**src/rtl/reg_scoreboard.sv**
```systemverilog
// Register scoreboard: tracks pending register-file writes per architectural
// register and holds issue off on RAW/WAW hazards until writeback releases them.
module reg_scoreboard #(
  parameter int unsigned NREGS   = 32,
  parameter int unsigned CNT_W   = 2,
  parameter int unsigned STALL_W = 32,
  localparam int unsigned AW     = $clog2(NREGS)
) (
  input  logic               clk,
  input  logic               rst,
  input  logic               iss_valid,
  output logic               iss_ready,
  input  logic [AW-1:0]      iss_rs1,
  input  logic               iss_rs1_used,
  input  logic [AW-1:0]      iss_rs2,
  input  logic               iss_rs2_used,
  input  logic               iss_rd0_en,
  input  logic [AW-1:0]      iss_rd0,
  input  logic               iss_rd1_en,
  input  logic [AW-1:0]      iss_rd1,
  input  logic               wb0_en,
  input  logic [AW-1:0]      wb0_addr,
  input  logic               wb1_en,
  input  logic [AW-1:0]      wb1_addr,
  input  logic               flush,
  output logic [NREGS-1:0]   busy_mask,
  output logic [STALL_W-1:0] stall_cycles,
  output logic               underflow_err
);

  logic [CNT_W-1:0] pend_q [NREGS];
  logic [CNT_W-1:0] pend_d [NREGS];
  logic [NREGS-1:0] busy_d;
  logic             hazard;
  logic             fire;
  logic             under_set;

  // pend_q[0] is held at zero, so r0 never raises a hazard.
  always_comb begin
    hazard = 1'b0;
    if (iss_rs1_used && iss_rs1 != '0 && pend_q[iss_rs1] != '0) hazard = 1'b1;
    if (iss_rs2_used && iss_rs2 != '0 && pend_q[iss_rs2] != '0) hazard = 1'b1;
    if (iss_rd0_en && iss_rd0 != '0 && pend_q[iss_rd0] != '0) hazard = 1'b1;
    if (iss_rd1_en && iss_rd1 != '0 && pend_q[iss_rd1] != '0) hazard = 1'b1;
    if (iss_rd0_en && pend_q[iss_rd0] == '1) hazard = 1'b1;
    if (iss_rd1_en && pend_q[iss_rd1] == '1) hazard = 1'b1;
  end

  assign iss_ready = !flush && !hazard;
  assign fire      = iss_valid && iss_ready;

  // Matching rd0/rd1 (or wb0/wb1) addresses collapse into a single event per register.
  always_comb begin
    logic inc;
    logic dec;
    under_set = 1'b0;
    busy_d    = '0;
    pend_d[0] = '0;
    for (int unsigned i = 1; i < NREGS; i++) begin
      inc = fire && ((iss_rd0_en && iss_rd0 == AW'(i)) || (iss_rd1_en && iss_rd1 == AW'(i)));
      dec = (wb0_en && wb0_addr == AW'(i)) || (wb1_en && wb1_addr == AW'(i));
      pend_d[i] = pend_q[i];
      if (flush) begin
        pend_d[i] = '0;
      end else if (inc && !dec) begin
        pend_d[i] = pend_q[i] + CNT_W'(1);
      end else if (dec && !inc) begin
        if (pend_q[i] == '0) under_set = 1'b1;
        else                 pend_d[i] = pend_q[i] - CNT_W'(1);
      end
      busy_d[i] = (pend_d[i] != '0);
    end
  end

  always_ff @(posedge clk) begin
    if (rst) begin
      pend_q        <= '{default: '0};
      busy_mask     <= '0;
      stall_cycles  <= '0;
      underflow_err <= 1'b0;
    end else begin
      pend_q        <= pend_d;
      busy_mask     <= busy_d;
      underflow_err <= underflow_err | under_set;
      if (iss_valid && !iss_ready && stall_cycles != '1)
        stall_cycles <= stall_cycles + STALL_W'(1);
    end
  end

endmodule

```
**config.mk**
```make
export PLATFORM = sky130hd
export DESIGN_NAME = reg_scoreboard
export DESIGN_NICKNAME = d
export VERILOG_FILES = /design/src/rtl/reg_scoreboard.sv
export SDC_FILE = /design/constraint.sdc
export NUM_CORES = 1
export LEC_CHECK = 0
export BUFFER_PORTS_ARGS = -buffer_cell sky130_fd_sc_hd__buf_2
export CORE_AREA = 3 3 141 143
export DETAILED_ROUTE_END_ITERATION = 16
export DIE_AREA = 0 0 144 146
export PLACE_DENSITY = 0.69
export SLEW_MARGIN = 40
export SYNTH_ARGS = -nofsm -noshare
export SYNTH_HDL_FRONTEND = slang
export SYNTH_SLANG_ARGS = --single-unit
```
**constraint.sdc**
```tcl
create_clock -name clk -period 4.2 [get_ports clk]
set_clock_uncertainty 0.1 [all_clocks]
set_input_delay 0.84 -clock clk [delete_from_list [all_inputs] [get_ports clk]]
set_output_delay 0.84 -clock clk [all_outputs]
set_load 0.01 [all_outputs]
```
==> flow_summary.json <==
{
  "min_from": "stall_cycles[17]",
  "cts_buffers": 17,
  "drc": 0,
  "grt_max_degree": 35,
  "area_growth_pct": 19.5,
  "ys_ff_latch": 126,
  "post-route-period-util_pct": 95.7,
  "required_ns": 3.26,
  "rows": 50,
  "grt_overflow_total": 0,
  "fin_crit_ns": 4.02,
  "final_layout_size_suffix_gt1_share_pct": 21.3,
  "grt_usage_pct": 28.9,
  "die_area_um2": 21000,
  "diodes": 0,
  "final_common_cell": "dfxtp_1",
  "reg2reg_depth": 14,
  "synth_edf_count": 0,
  "rsz0062_at_grt": "false",
  "mostFrequentLayoutCells": "126 x dfxtp_1, 116 x inv_1, 106 x nand2_1, 104 x buf_2, 94 x ha_1",
  "grt_pass1_vias": 8591,
  "via_per_inst": 6.05,
  "antenna_found_initial": 0,
  "nNetsFinal": 1411,
  "hold_class": "register to register",
  "ys.flop_type": "dfxtp_1",
  "finalSetupViolCount": 0,
  "status": "finished, final reports clean",
  "syn_avg_cell_area_um2": 8.26,
  "min_path_cells": 2,
  "clk_pin_slew_ns": 0.06,
  "cp-startpoint": "iss_rd0[0]",
  "finalWorstSetupSlack_ns": 0.181,
  "async_flop_share_pct": 0,
  "totalWireLength_um": 30900,
  "preCtsSetupSlack_ns": -0.177,
  "final_hold_viol_count": 0,
  "firstDrtPassIters": 5,
  "power_leakage_nw": 4.29,
  "die_y_um": 146,
  "htreeDepth": 4,
  "vias": 9213,
  "cts_root_buf": "clkbuf_16",
  "peakVddDrop_mv": 0.263,
  "cts_tree": "done",
  "synth.cell_area_um2": 9350,
  "drv_cap": 0,
  "wl_per_cell_um": 20.3,
  "ys_warn_count": 0,
  "seq_area_frac_synth_pct": 27.0,
  "clk_path_buf_depth": 2,
  "min_to": "stall_cycles[17]",
  "worst-setup-path-type": "input port to primary output",
  "end_kind": "primary output",
  "synth_cell_types": 66,
  "io_pins": 106,
  "setup_tns_ns": 0,
  "reg2reg_setup_slack_ns": 0.41,
  "fp.coreArea_um2": 18700,
  "arrival_ns": 3.08,
  "tightest_slew_ns": 0.744,
  "start_util_pct": 50.0,
  "die_width_um": 144,
  "relSlewSlack_pct": 50.4,
  "drt-initial-drc-count": 964,
  "clk_latency_ns": 0.43,
  "p_per_area_nw_per_um2": 280,
  "synthesis.nets": 1267,
  "totalPowerFinal_w": 0.00313,
  "fmaxAchievable_mhz": 249,
  "r2r-start": "pend_q[52]",
  "synth_cells": 1133,
  "grt_pass1_wl_um": 47500,
  "start_kind": "input port",
  "gp_congestion": 0.983,
  "io_buffers": 104,
  "crit_fanout": 13,
  "r2r-end": "underflow_err",
  "drv_slew": 0,
  "ant_nets": 0,
  "dpl.hpwl_um": 24000,
  "clock_sinks": 126
}
==> power breakdown <==
| part | internal, W | total, W | switching (W) |
|---|---|---|---|
| registers | 0.00121 | 0.00122 | 0.0000123 |
| clock network | 0.000968 | 0.00156 | 0.000589 |
| logic | 0.000140 | 0.000354 | 0.000214 |
| total | 0.00231 | 0.00313 | 0.000815 |
==> logic make-up after synthesis <==
group / Yosys count / synth area share (%)
buf+inv: 162 / 6.82
compound gates: 216 / 16.7
xor+xnor: 53 / 4.96
other cells: 1 / 0.0401
fa+ha+maj: 94 / 12.6
mux: 38 / 7.46
flops: 126 / 27.0
simple gates: 443 / 24.5
==> timing repair <==
item / in CTS / in global routing
hold buffers: 0 / 0
buffers inserted: 0 / 0
setup endpoints to repair: 0 / 1
endpoints found under the hold margin: 0 / 0
resized for setup: 0 / 1
==> state kept, by name, indices dropped and copies added, names as in the netlist <==
name and flops:
busy_mask 31, underflow_err 1, pend_q 62, stall_cycles 32
==> worst max-delay path: stages <==
cell and delay, ns:
buf_2 0.21, mux4_2 0.53, mux2_2 0.28, a221o_1 0.31, o311ai_1 0.10, a21boi_2 0.16, nor3_2 0.31, buf_12 0.18
buf_2 0.15
==> synthesized netlist by cell type (25+ instances only) <==
cell type / number / area (µm²)
or2_1: 28 / 175
nand3_1: 67 / 335
clkbuf_1: 28 / 105
nand2b_1: 42 / 263
xnor2_1: 39 / 342
inv_1: 116 / 435
dfxtp_1: 126 / 2520
o22ai_1: 66 / 413
mux4_2: 25 / 563
nor2_1: 72 / 270
ha_1: 94 / 1180
o221a_2: 29 / 327
a31oi_1: 46 / 288
or3_1: 38 / 238
nand2_1: 106 / 398
==> per-layer routing <==
layer  part of all wire (%)  track usage [%]  up-vias
met5                      0                0        -
met4                    3.7             11.0        0
met3                    7.3             4.70       64
met2                     47             46.8      405
met1                     42             38.4     4382
li1                       -                -     4362
==> worst max-delay path by stage <==
stage and endpoint:
2_1_floorplan busy_mask[16], 3_3_place_gp underflow_err, 3_5_place_dp underflow_err, 4_1_cts iss_ready, 5_1_grt underflow_err, 6_report iss_ready
==> layout make-up <==
| type | instances | area, µm² |
|---|---|---|
| Fill cell | 1705 | 7520 |
| Multi-Input combinational cell | 845 | 6210 |
| Sequential cell | 126 | 2520 |
| Timing Repair Buffer | 171 | 1110 |
| Clock buffer | 20 | 457 |
| Inverter | 116 | 435 |
| Tap cell | 234 | 293 |
| Clock inverter | 11 | 156 |
==> metrics by stage <==
stage | hold WS [ns] | instances | instance area [µm²] | util (%)
floorplan | 0.396 | 1133 | 9350 | -
detailed placement | 0.389 | 1492 | 10600 | 56.5
finish | 0.396 | 1523 | 11200 | 59.8
CTS | 0.398 | 1523 | 11200 | 59.7
global route | 0.433 | 1523 | 11200 | 59.8
global placement | 0.379 | 1491 | 10500 | 56.3
(Power assumes the default switching activity.)
